<file path="src/rtl/cache_fill_pkg.sv">
`default_nettype none
// +----------------------------------------------------------------------+
// | cache_fill_pkg                                                       |
// | Shared types and constants for the cache block fill controller.      |
// | Revision: 1.0                                                        |
// +----------------------------------------------------------------------+
package cache_fill_pkg;

    typedef enum logic [0:0] {
        IDLE = 1'b0,
        FILL = 1'b1
    } state_t;

    localparam int unsigned WORDS_PER_BLOCK = 8;
    localparam logic [15:0] BLOCK_MASK      = 16'hFFF0;
    localparam int unsigned WORD_BYTES      = 2;

    // One extra bit so a counter can hold the value WORDS_PER_BLOCK itself.
    function automatic int unsigned cnt_width(input int unsigned words);
        return $clog2(words) + 1;
    endfunction

endpackage
`default_nettype wire

</file>
<file path="src/rtl/cache_fill_fsm_fill_counter.sv">
`default_nettype none
// +----------------------------------------------------------------------+
// | fill_counter                                                         |
// | Word counter with enable, sync clear and terminal flag.              |
// | Revision: 1.0                                                        |
// +----------------------------------------------------------------------+
module fill_counter
    import cache_fill_pkg::*;
#(
    parameter int unsigned TERMINAL = WORDS_PER_BLOCK,
    parameter int unsigned CNT_W    = cnt_width(TERMINAL)
) (
    input  logic             clk,
    input  logic             rst,
    input  logic             clr,
    input  logic             en,
    output logic [CNT_W-1:0] cnt,
    output logic             done
);

    logic [CNT_W-1:0] r_cnt;

    always_ff @(posedge clk or negedge rst) begin
        if (!rst) begin
            r_cnt <= '0;
        end else if (clr) begin
            r_cnt <= '0;
        end else if (en) begin
            r_cnt <= r_cnt + 1'b1;
        end
    end

    assign cnt  = r_cnt;
    assign done = (r_cnt == CNT_W'(TERMINAL));

endmodule
`default_nettype wire

</file>
<file path="src/rtl/cache_fill_fsm.sv">
`default_nettype none
// +----------------------------------------------------------------------+
// | cache_fill_fsm                                                       |
// | Cache miss handler: bursts a block from memory into the cache.       |
// | Revision: 1.0                                                        |
// +----------------------------------------------------------------------+
module cache_fill_fsm #(
    parameter int unsigned ADDR_W          = 16,
    parameter int unsigned WORDS_PER_BLOCK = 8
) (
    input  logic              clk,
    input  logic              rst,
    input  logic              miss_detected,
    input  logic [ADDR_W-1:0] miss_address,
    output logic              fsm_busy,
    output logic              write_data_array,
    output logic              write_tag_array,
    output logic [ADDR_W-1:0] cache_address,
    output logic [ADDR_W-1:0] cache_data,
    output logic              memory_read,
    output logic [ADDR_W-1:0] memory_address,
    input  logic              memory_data_valid,
    input  logic [ADDR_W-1:0] memory_data
);

    import cache_fill_pkg::*;

    localparam int unsigned      CNT_W    = cnt_width(WORDS_PER_BLOCK);
    localparam logic [CNT_W-1:0] LAST_IDX = CNT_W'(WORDS_PER_BLOCK - 1);

    state_t              r_state;
    logic [ADDR_W-1:0]   r_base;

    logic                w_in_fill;
    logic                w_start;
    logic                w_issue_en;
    logic                w_issue_done;
    logic [CNT_W-1:0]    w_issue_cnt;
    logic [CNT_W-1:0]    w_issue_idx;
    logic                w_recv_en;
    logic                w_recv_done;
    logic [CNT_W-1:0]    w_recv_cnt;
    logic                w_last;
    logic [ADDR_W-1:0]   w_issue_addr;
    logic [ADDR_W-1:0]   w_recv_addr;

    assign w_in_fill  = (r_state == FILL);
    assign w_start    = (r_state == IDLE) && miss_detected;
    assign w_issue_en = w_in_fill && !w_issue_done;
    // Responses arriving while idle are stale and simply dropped.
    assign w_recv_en  = w_in_fill && memory_data_valid && !w_recv_done;
    assign w_last     = w_recv_en && (w_recv_cnt == LAST_IDX);

    fill_counter #(
        .TERMINAL (WORDS_PER_BLOCK),
        .CNT_W    (CNT_W)
    ) u_issue_cnt (
        .clk  (clk),
        .rst  (rst),
        .clr  (w_start),
        .en   (w_issue_en),
        .cnt  (w_issue_cnt),
        .done (w_issue_done)
    );

    fill_counter #(
        .TERMINAL (WORDS_PER_BLOCK),
        .CNT_W    (CNT_W)
    ) u_recv_cnt (
        .clk  (clk),
        .rst  (rst),
        .clr  (w_start),
        .en   (w_recv_en),
        .cnt  (w_recv_cnt),
        .done (w_recv_done)
    );

    // After the last request the address parks on the final word of the block.
    assign w_issue_idx  = w_issue_done ? LAST_IDX : w_issue_cnt;
    assign w_issue_addr = r_base + (ADDR_W'(w_issue_idx) * ADDR_W'(WORD_BYTES));
    assign w_recv_addr  = r_base + (ADDR_W'(w_recv_cnt) * ADDR_W'(WORD_BYTES));

    always_ff @(posedge clk or negedge rst) begin
        if (!rst) begin
            r_state <= IDLE;
            r_base  <= '0;
        end else begin
            case (r_state)
                IDLE: begin
                    if (miss_detected) begin
                        r_base  <= miss_address & ADDR_W'(BLOCK_MASK);
                        r_state <= FILL;
                    end
                end
                FILL: begin
                    if (w_last) begin
                        r_state <= IDLE;
                    end
                end
                default: r_state <= IDLE;
            endcase
        end
    end

    // The stall must start in the miss cycle itself, so busy is not registered.
    assign fsm_busy         = w_in_fill || (miss_detected && rst);
    assign memory_read      = w_issue_en;
    assign memory_address   = w_in_fill ? w_issue_addr : '0;
    assign write_data_array = w_recv_en;
    assign write_tag_array  = w_last;
    assign cache_address    = w_recv_en ? w_recv_addr : '0;
    assign cache_data       = w_recv_en ? memory_data : '0;

endmodule
`default_nettype wire

</file>
<file path="config.mk">
export PLATFORM = sky130hd
export DESIGN_NAME = cache_fill_fsm
export DESIGN_NICKNAME = d
export VERILOG_FILES = /design/src/rtl/cache_fill_pkg.sv /design/src/rtl/cache_fill_fsm_fill_counter.sv /design/src/rtl/cache_fill_fsm.sv
export SDC_FILE = /design/constraint.sdc
export NUM_CORES = 1
export LEC_CHECK = 0
export CORE_MARGIN = 4
export CORE_UTILIZATION = 35
export CTS_BUF_LIST = sky130_fd_sc_hd__clkbuf_16
export CTS_CLUSTER_SIZE = 8
export DETAILED_ROUTE_END_ITERATION = 10
export GPL_TIMING_DRIVEN = 0
export PLACE_DENSITY = 0.72
export SLEW_MARGIN = 30
export SYNTH_ARGS = -nofsm -noshare
export SYNTH_HDL_FRONTEND = slang
export SYNTH_SLANG_ARGS = --single-unit
</file>
<file path="constraint.sdc">
create_clock -name clk -period 2.4 [get_ports clk]
set_input_delay 0.24 -clock clk [delete_from_list [all_inputs] [get_ports clk]]
set_output_delay 0.24 -clock clk [all_outputs]
set_load 0.02 [all_outputs]
</file>
Word level (Yosys, flattened, before mapping)

Index checks and enable logic that the tools add are counted.

Register bits after elaboration: 21
Bits of input ports: 36
Output and inout port bits: 52
Logic and storage cells: 35

Add/subtract/negate cells: 4
Equal/unequal tests: 3
Muxes and demuxes: 11
Bitwise operators: 1
Reductions and logical operators: 12

Operators with widths:

| operator              | number |
|---|---|
| $mux W16              | 3 |
| $add A16 B5 Y16       | 2 |
| $mux W4               | 5 |
| $add A4 B1 Y4 const B | 2 |
| $eq A4 B4 Y1 const B  | 2 |
| $logic_and A1 B1 Y1   | 6 |
| $eq A4 B3 Y1 const B  | 1 |
| $reduce_bool A2 Y1    | 2 |
| $logic_not A1 Y1      | 2 |
| $mux W1               | 2 |
| $pmux W1 S2           | 1 |
| $reduce_and A2 Y1     | 1 |
| $logic_or A1 B1 Y1    | 1 |
| $not A1 Y1            | 1 |

Logic depth before layout (Yosys ltp)

Depth after elaboration: 6
Mapped depth: 8
Gate-level depth less buffers: 8

Modules after synthesis

A second synthesis with hierarchy kept.

Cell total of the unflattened synthesis: 192
Area, all modules: 1,707.9 µm²

By module, submodules not included:

| module         | times used | cells an instance | area an instance (µm²) | seq. area each (µm²) |
|---|---|---|---|---|
| cache_fill_fsm | 1          | 150               | 1,267.5                | 325.3 |
| fill_counter   | 2          | 21                | 220.2                  | 100.1 |

Worst setup path after synthesis

Ideal clock, no wire load.

Path type: register -> output
Start point: register u_issue_cnt.r_cnt[0] (netlist: u_issue_cnt.cnt[0])
End point: output memory_address[10]
Arrival: 2,107 ps
Data required time: 2,160 ps
Setup slack: 53 ps
Stages on the path, launching flop included: 9
Path buffers: 0
Cell sequence: dfrtp_1 inv_1 ha_1 a21boi_0 ha_1 ha_1 inv_1 or3_2 a21oi_1

Word-level cells in the longest chain between the ends: 4

RTL lines:

| what                   | line                              | RTL |
|---|---|---|
| start, declared        | cache_fill_fsm_fill_counter.sv:21 | `logic [CNT_W-1:0] r_cnt;` |
| start signal, assigned | cache_fill_fsm_fill_counter.sv:29 | `r_cnt <= r_cnt + 1'b1;` |
| $eq A4 B4 Y1           | cache_fill_fsm_fill_counter.sv:34 | `assign done = (r_cnt == CNT_W'(TERMINAL));` |
| $mux W4 *              | cache_fill_fsm.sv:79              | `assign w_issue_idx = w_issue_done ? LAST_IDX : w_issue_cnt;` |
| $add A16 B5 Y16 *      | cache_fill_fsm.sv:80              | `assign w_issue_addr = r_base + (ADDR_W'(w_issue_idx) * ADDR_W'(WORD_BYTES));` |
| $mux W16 *             | cache_fill_fsm.sv:108             | `assign memory_address = w_in_fill ? w_issue_addr : '0;` |
| end, declared          | cache_fill_fsm.sv:21              | `output logic [ADDR_W-1:0] memory_address,` |

Mark *: on every way between the ends. The rest lies on a longest branch, timed or not.

Worst setup path after layout

Start point: register u_issue_cnt.r_cnt[0] (netlist: u_issue_cnt.cnt[0])
End point: output memory_address[15]

The elaborated chain is that of the path after synthesis.

==> run summary <==
Die Y: 77.5 um
Final setup fails: 0
Storage cell area: 527 um^2
Final #Nets: 367
CTS tree: built
Clk sink count: 21
Die width: 77.5 um
Routed Antenna Nets: 0
Synth top area cells: dfrtp_1 (31%), nand2_1 (9.8%), and3_1 (6.7%)
Clk network pwr share: 0.111
Buffers added on ports: 81
Worst clock skew: 0.00342 ns
Part of the power in combinational logic: 0.663
Max incr delay on CP: 0.36 ns
Worst Max-Slew Pin Slew: 0.504 ns
DRT iter0 DRCs: 102
Leak: 1.56 nW
Final period util: 0.978
Drt pass-1 iters: 4
DR vias: 1949
I/O pins: 88
Critical Path AT: 2.11 ns
Worst hold path class: input pin to asynchronous set/reset pin
Seq/Total Area, Yosys: 0.310
DR DRC count: 0
R2R Path Start: r_state$_DFF_PN0_
RSZ-0062 raised after global routing: yes
Status: finished, final reports clean
Core Box Area: 4690 um^2
WL final: 5170 um
Sw Ratio: 0.471
Rows: 25
Initial antenna violation count: 0
Slowest-stage cell, CP: dfrtp_1
HPWL Detailed: 3830 um
Switch Pwr: 1.52 mW
Clock latency on the worst-skew pair: 0.26 ns
R2R depth: 5
Pin count of the biggest net entering global routing: 23
Post-Synthesis Cells: 226
Worst Setup Start Kind: flip-flop
Area share of the largest cell type after synthesis: 0.310
WS Path Type: flip-flop to output port
Crit path capture type: output port
EDFF count, synth: 0
Mean routed wirelength per cell: 13.8 um
#FFs+latches synth: 21
Share of layout cells above drive strength 1: 0.208
Synth cell count leaders: nand2_1 (44), dfrtp_1 (21), a21oi_1 (18), and3_1 (18)
Pins Over Slew Limit: 0
Max cap viols: 0
Cell internal pwr: 1.70 mW
Hold WS: 0.491 ns
CP most frequent cell: buf_4
FMAX: 426 MHz
Util after Layout: 0.609
Via density: 5.18
Power per cell area: 1130 nW/um^2
N_diodes: 0
Clk slew on worst S/H paths: 0.06 ns
Buffers & Inverters on Critical Path: 5
Initial Util: 0.361
Period minus WS final: 2.35 ns
Worst slew margin: 0.664
Global placement routability congestion: 0.781
Worst IR drop on VDD: 0.000521 V
Synthesized area: 1690 um^2
Req. time, crit path: 2.16 ns
R2R setup slack: 0.88 ns
Most frequent cell after synthesis: nand2_1
Library cells used by synthesis: 36
First-pass GRT wire length: 8450 um
Vias in the first global route: 1815
Post-synthesis async set-or-reset flop share: 1.00
Main synth FF type: dfrtp_1
Sequential group share of total power: 0.227
Multi-input logic area: 1160 um^2
Clock buffer depth: 2
Root buf cell: clkbuf_16
Tot GR Track Use: 0.169
FILL cells: 429
FF-to-FF End: r_base[11]$_DFFE_PN0P_
Avg Cell Area, Syn: 7.49 um^2
Post-synth top area cell: dfrtp_1
Total gr overflow: 0
Cts bufs inserted: 3
Cell family with most CP delay: buffers and inverters
Area grow syn2layout: 68.8%
Setup TNS: 0 ns
Final hold vios: 0
Synth warnings: 0
Area of the die: 6010 um^2
H-tree levels: 1
Critical path, cell by cell: inv_2 -> ha_4 -> a21boi_2 -> ha_4 -> buf_4 -> buf_4 -> nand3_4 -> buf_4 -> o31ai_4 -> a21oi_2 -> buf_6
CP max FO: 4
## per-stage QoR
step / area (um^2) / cells / total power [mW] / setup WS [ns]
after floorplan: 1700 / 227 / 1.88 / 0.0527
after global placement: 2570 / 362 / 2.73 / -0.558
after detailed placement: 2570 / 362 / 2.76 / -0.557
after CTS: 2750 / 373 / 3.15 / -0.0809
after global routing: 2860 / 376 / 3.48 / -0.0181
final: 2860 / 376 / 3.22 / 0.0535
## worst max path at each step
stage	slack (ns)	depth (start not counted)	end	startpoint
3_5_place_dp	-0.56	9	memory_address[10]	u_issue_cnt.cnt[0]$_DFFE_PN0P_
2_1_floorplan	0.05	8	memory_address[10]	u_issue_cnt.cnt[0]$_DFFE_PN0P_
3_3_place_gp	-0.56	8	memory_address[15]	u_issue_cnt.cnt[0]$_DFFE_PN0P_
4_1_cts	-0.08	9	memory_address[10]	u_issue_cnt.cnt[1]$_DFFE_PN0P_
6_report	0.05	11	memory_address[15]	u_issue_cnt.cnt[0]$_DFFE_PN0P_
5_1_grt	-0.02	8	memory_address[15]	u_issue_cnt.cnt[0]$_DFFE_PN0P_
## cells in the final DEF, fill, tap and decap left out, types with 6 or more instances in the layout
cell type and instances:
dfrtp_1 20, clkdlybuf4s50_1 38, o21ai_0 13, inv_1 11, clkbuf_2 7, nand3_1 9
a21oi_1 13, buf_2 8, buf_4 17, dlymetal6s2s_1 19, o31ai_1 6, dlygate4sd2_1 11
nor2_1 11, and3_1 18, nand2_1 44
## flip-flops by register name, indices dropped and copies added (netlist names)
name and flops:
r_base 12, u_issue_cnt.cnt 4, u_recv_cnt.cnt 4, r_state 1
## timing repair
action / in CTS / in global routing
pin swaps: 4 / 4
setup endpoints to repair: 42 / 31
buffers inserted: 5 / 3
gates cloned: 1 / 0
endpoints found under the hold margin: 21 / 0
gates resized for setup: 77 / 45
hold buffers: 1 / 0
## layer usage
layer | GRT usage | share of wire
met5 | 0 | 0
met3 | 0.0371 | 0.084
met2 | 0.300 | 0.49
met4 | 0.0356 | 0.0060
met1 | 0.210 | 0.42
## worst register-to-register path: cells and delay by family, from the launching register on
kind | cells | cell delay [ns]
AND/OR/NAND/NOR | 3 | 0.34
flip-flops | 1 | 0.44
buffers and inverters | 2 | 0.69
## power groups by stage
stage | clock network, mW | registers [mW] | logic, mW
floorplan | 0 | 0.661 | 1.22
global placement | 0 | 0.702 | 2.03
detailed placement | 0 | 0.705 | 2.05
CTS | 0.358 | 0.710 | 2.08
global route | 0.378 | 0.757 | 2.34
finish | 0.356 | 0.730 | 2.13
## final cells by class
class	instances	area share
timing repair buffer	90	0.303
sequential	21	0.184
buffer	18	0.0385
clock inverter	1	0.00131
inverter	13	0.0180
multi-input combinational	176	0.405
tap	54	0.0236
clock buffer	3	0.0263
## kinds of logic after synthesis
kind of cell	count (synthesis)	synth area share
fa+ha+maj	8	0.0591
buf+inv	31	0.0909
simple gates	111	0.334
xor+xnor	7	0.0362
mux	1	0.00591
compound gates	46	0.161
flops	21	0.310
other cells	1	0.00222
Note: power is estimated with default switching activity, not from simulation.
==> variant 1, RTL diff (config.mk and constraints unchanged) <==
Register the outputs `fsm_busy`, `write_data_array`, `write_tag_array`, `cache_address`, `cache_data`, `memory_read` and `memory_address`, without a reset; this adds one clock of latency there.
--- a/src/rtl/cache_fill_fsm.sv
+++ b/src/rtl/cache_fill_fsm.sv
@@ -105,9 +105,11 @@
     // The stall must start in the miss cycle itself, so busy is not registered.
-    assign fsm_busy         = w_in_fill || (miss_detected && rst);
-    assign memory_read      = w_issue_en;
-    assign memory_address   = w_in_fill ? w_issue_addr : '0;
-    assign write_data_array = w_recv_en;
-    assign write_tag_array  = w_last;
-    assign cache_address    = w_recv_en ? w_recv_addr : '0;
-    assign cache_data       = w_recv_en ? memory_data : '0;
+    always_ff @(posedge clk) begin
+        fsm_busy         <= w_in_fill || (miss_detected && rst);
+        write_data_array <= w_recv_en;
+        write_tag_array  <= w_last;
+        cache_address    <= w_recv_en ? w_recv_addr : '0;
+        cache_data       <= w_recv_en ? memory_data : '0;
+        memory_read      <= w_issue_en;
+        memory_address   <= w_in_fill ? w_issue_addr : '0;
+    end
 
Check against the original RTL: not equivalent (Yosys sat finds a counterexample within 4 cycles, from zero or initial values and one cycle with rst low).
==> variant 1 against the original RTL <==
- register-to-register slack worse by 590 ps
- cell area is 38% higher
- area after synthesis up 58%
- hold slack worse by 70 ps
- wire length grew 25%
- worst setup slack gained 230 ps
- sequential cell count grew 50
- die area rose by 52%
- critical path depth down 3
- critical endpoint is now memory_address[12]
- total power is 62% higher
- critical path type is now reg -> reg
==> variant 1: results (changes against the original RTL) <==
| Metric | Value |
|---|---|
| Final Hold Viols | 0 (unchanged) |
| Initial antenna violation count | 0 (unchanged) |
| Setup Fix Bufs, Post-CTS | 0 (was 5) |
| YS warnings | 0 (unchanged) |
| DR iter-0 viols | 71 (was 102) |
| Arrival @ worst endpoint | 2370 ps (was 2110 ps) |
| Global-route wire length before repair | 10.4 mm (was 8.45 mm) |
| Vias in the first global route | 2180 (was 1815) |
| Layout cells sized above 1 | 7.26% (was 20.8%) |
| Post-synth cell types | 36 (unchanged) |
| Clock Latency Late Sink | 330 ps (was 260 ps) |
| H-tree depth | 3 (was 1) |
| Place WS | 270 ps (was -557 ps) |
| Hold crit path type | in -> async (unchanged) |
| # fillers | 642 (was 429) |
| Maximum VDD drop | 0.488 mV (was 0.521 mV) |
| Outcome | finished clean (unchanged) |
| CP Max Fanout | 6 (was 4) |
| CTS clock-pin slew for the worst setup and hold paths | 60 ps (about the same) |
| Leak pwr | 1.68 nW (was 1.56 nW) |
| Worst Tran Pin Value | 535 ps (was 504 ps) |
| Routed wire length | 6.48 mm (was 5.17 mm) |
| Root buf cell | clkbuf_16 (unchanged) |
| Nets@finish | 411 (was 367) |
| GR Util met3 | 6.47% (was 3.71%) |
| Gpl congestion | 0.812 (was 0.781) |
| Pin count of the biggest net entering global routing | 23 (unchanged) |
| Clock Skew | 4.94 ps (was 3.42 ps) |
| Post-synth ARST share | 29.6% (was 100%) |
| Via/cell ratio | 4.63 (was 5.18) |
| Met1 usage | 17.4% (was 21.0%) |
| Dpl hpwl | 4.67 mm (was 3.83 mm) |
| Inserted Diodes | 0 (unchanged) |
| Register area share after synthesis | 57.0% (was 31.0%) |
| Largest cells by area after synthesis | dfxtp_1 37%, dfrtp_1 20%, nand2_1 6.0% (was dfrtp_1 31%, nand2_1 9.8%, and3_1 6.7%) |
| Regs by FF count | cache_data: 16 flops, cache_address: 15 flops, memory_address: 15 flops |
| CTS Buffer Depth | 2 (unchanged) |
| Most frequent cells after synthesis | 50 x dfxtp_1, 43 x nand2_1, 21 x dfrtp_1 (was 44 x nand2_1, 21 x dfrtp_1, 18 x a21oi_1, 18 x and3_1) |
| Total GRT Usage | 15.3% (was 16.9%) |
| Drt pass-1 iters | 4 (unchanged) |
| Buffers on Ports | 81 (unchanged) |
| GR met2 Demand/Resource | 25.6% (was 30.0%) |
| Max-Cap Viols | 0 (unchanged) |
| CTS Buf Count | 9 (was 3) |
==> variant 1: cell types whose count changed after synthesis, moves of 2 or more <==
cell | before | now
or3_1 | 3 | 7
o311ai_0 | 2 | 0
inv_1 | 13 | 10
or3_2 | 4 | 0
buf_6 | 2 | 0
a21oi_1 | 18 | 20
o41ai_1 | 2 | 0
dfxtp_1 | 0 | 50
==> variant 1: area by class of cell <==
cell class / instances / area [um2] / share of cell area (%)
tap: 99 / 124 / 3.14
timing repair buffer: 82 / 816 / 20.7
multi-input combinational: 176 / 1030 / 26.2
inverter: 10 / 37.5 / 0.951
sequential: 71 / 1530 / 38.7
clock buffer: 12 / 300 / 7.61
buffer: 17 / 86.3 / 2.19
clock inverter: 4 / 21.3 / 0.539
==> variant 1: metal layers <==
metal / share of wire (%) / vias up
met5: 0 / -
met4: 1.1 / 0
met3: 5.4 / 7
met2: 51 / 48
met1: 42 / 1012
li1: - / 1116
==> variant 1: worst max-delay path, stage by stage, from the launching register on <==
cell and delay, ps:
dfrtp_1 390, inv_1 70, ha_1 220, a21boi_0 200
ha_1 210, ha_1 210, nand2_1 150, or4_1 420
a21oi_1 160
==> variant 1: report_power, final <==
group	switching, mW	leakage [nW]	internal [mW]
registers	0.260	0.673	1.63
logic	1.08	0.852	0.904
clock network	0.480	0.159	0.881
==> variant 1: stage by stage <==
| stage | area (um2) | cells | total power, mW | hold WS (ps) | util [%] |
|---|---|---|---|---|---|
| after floorplan | 2680 | 274 | 3.05 | -55.6 | - |
| after global placement | 3620 | 454 | 3.85 | 502 | 49.4 |
| after detailed placement | 3610 | 454 | 3.90 | 247 | 49.3 |
| after CTS | 3950 | 471 | 5.29 | 435 | 53.8 |
| after global routing | 3950 | 471 | 5.57 | 449 | 53.8 |
| final | 3950 | 471 | 5.23 | 421 | 53.8 |
==> variant 1: logic make-up (layout without fill, tap and decap cells) <==
group | Yosys count | after routing | share of synthesized area (%)
and+or+nand+nor | 113 | 113 | 22.1
DFF | 71 | 71 | 57.0
AOI/OAI and AO/OA | 45 | 45 | 9.71
buffers and inverters | 27 | 125 | 4.62
adders and majority gates | 8 | 8 | 3.73
xor gates and xnor gates | 6 | 6 | 1.96
muxes | 2 | 2 | 0.794
other | 1 | 2 | 0.140
==> variant 1: worst paths after layout <==
kind                            slack, ps                 end               start  depth (start not counted)
worst min-delay path                  420          r_base[10]                 rst                          2
worst max register to register        290  memory_address[12]  u_issue_cnt.cnt[0]                          8
worst max-delay path                  290  memory_address[12]  u_issue_cnt.cnt[0]                          8
worst min register to register        540           r_base[4]           r_base[4]                          2
min in group clk                      440           r_base[6]     miss_address[6]                          3
max in group asynchronous            1620           r_base[8]                 rst                          2
==> variant 1: repair_timing <==
item,in CTS,in global routing
hold buffers,1,0
hold endpoints to repair,21,0
resized for setup,0,0
==> variant 2, RTL diff (same flow settings) <==
Made on the original files. Set the parameter `ADDR_W` to 17 (it was 16).
--- a/src/rtl/cache_fill_fsm.sv
+++ b/src/rtl/cache_fill_fsm.sv
@@ -7,3 +7,3 @@
 module cache_fill_fsm #(
-    parameter int unsigned ADDR_W          = 16,
+    parameter int unsigned ADDR_W          = 17,
     parameter int unsigned WORDS_PER_BLOCK = 8
Ports: changed (5 resized); port bits go from 88 to 93. No check against the original RTL was run, so the function may have changed too.
==> variant 2 against the original RTL <==
- the flow now finishes with violations (negative setup slack)
- die area up 1.5%
- count of clock-buffer cells in the layout unchanged
- non-clock buffer count up 8
- cell area up 3.3%
- combinational power up 5%
- wire length up 10%
- total power up 3.3%
- sequential power down 2%
- synthesized cell count up 3.5%
- worst setup slack worse by 62 ps
- via count up 4.1%
- area after synthesis up 1.6%
- sequential cell count unchanged
==> variant 2: results (changes against the original RTL) <==
| Metric | Value |
|---|---|
| Outcome | finished, violations left (was finished clean) |
| Failing checks | negative setup slack |
| Hold WS | 503 ps (was 491 ps) |
| Total GRT Usage | 18.2% (was 16.9%) |
| Routed wire length | 5.70 mm (was 5.17 mm) |
| Post-synthesis adder-cell area fraction | 5.82% (was 5.91%) |
| Post-synth cell types | 38 (was 36) |
| # fillers | 447 (was 429) |
| Nets@finish | 384 (was 367) |
| Relative slew slack | 62.2% (was 66.4%) |
| Gpl congestion | 0.872 (was 0.781) |
| Final setup viols | 1 (was 0) |
| Seq. cell area | 526 um2 (was 527 um2) |
| Layout area overhead | 71.6% (was 68.8%) |
| R2R setup slack | 860 ps (was 880 ps) |
| XOR/XNOR Fraction of Synth Area | 3.56% (was 3.62%) |
| Multi-input combinational area share | 39.8% (was 40.5%) |
| Largest cells by area after synthesis | dfrtp_1 31%, nand2_1 10%, and3_1 6.9% (was dfrtp_1 31%, nand2_1 9.8%, and3_1 6.7%) |
| Critical Path End | memory_address[14] (was memory_address[15]) |
| Clk cell area share | 2.80% (was 2.76%) |
| Buffers on Ports | 85 (was 81) |
| Arrival @ worst endpoint | 2170 ps (was 2110 ps) |
| Final worst slack | -8.37 ps (was 53.5 ps) |
| Met1 Routed Length | 2.36 mm (was 2.16 mm) |
| Dpl hpwl | 4.14 mm (was 3.83 mm) |
| Most frequent cells after synthesis | 46 x nand2_1, 21 x dfrtp_1, 19 x and3_1 (was 44 x nand2_1, 21 x dfrtp_1, 18 x a21oi_1, 18 x and3_1) |
| Flop pwr share | 21.4% (was 22.7%) |
| Post-synthesis mux area share | 1.16% (was 0.591%) |
| NetSw | 1.59 mW (was 1.52 mW) |
| Setup Fix Bufs, Post-CTS | 7 (was 5) |
| CP Max Fanout | 6 (was 4) |
| Non-Clock Buffer Area Fraction | 35.1% (was 34.2%) |
| Layout cells sized above 1 | 17.2% (was 20.8%) |
| Met1 usage | 22.9% (was 21.0%) |
| Worst reg2reg path endpoint | u_issue_cnt.cnt[2] (was r_base[11]) |
| Setup tns final | -8.37 ps (was 0 ps) |
| GR met2 Demand/Resource | 31.1% (was 30.0%) |
| Global-route wire length before repair | 9.14 mm (was 8.45 mm) |
## variant 2: changes by cell type after synthesis, moves of 2 or more
| cell | unedited run | this run |
|---|---|---|
| buf_1 | 0 | 2 |
| buf_4 | 5 | 3 |
| clkbuf_1 | 8 | 10 |
| nand2_1 | 44 | 46 |
| nand3_1 | 11 | 13 |
| or3_1 | 3 | 7 |
| or3_2 | 4 | 0 |
## variant 2: worst min path at each step
| stage | depth (start not counted) | from | to |
|---|---|---|---|
| after floorplan | 0 | rst | r_base[10] |
| after global placement | 2 | r_base[4] | r_base[4] |
| after detailed placement | 1 | rst | r_base[14] |
| after CTS | 2 | rst | r_base[14] |
| after global routing | 3 | miss_address[8] | r_base[8] |
| final | 2 | rst | r_base[15] |
## variant 2: critical path: stages, from the launching register on
cell      delay [ps]
dfrtp_1          370
inv_2             70
ha_4             170
a21boi_4         180
ha_4             190
ha_4             150
nand3_4           90
or4_4            420
a21oi_2          120
buf_4            150
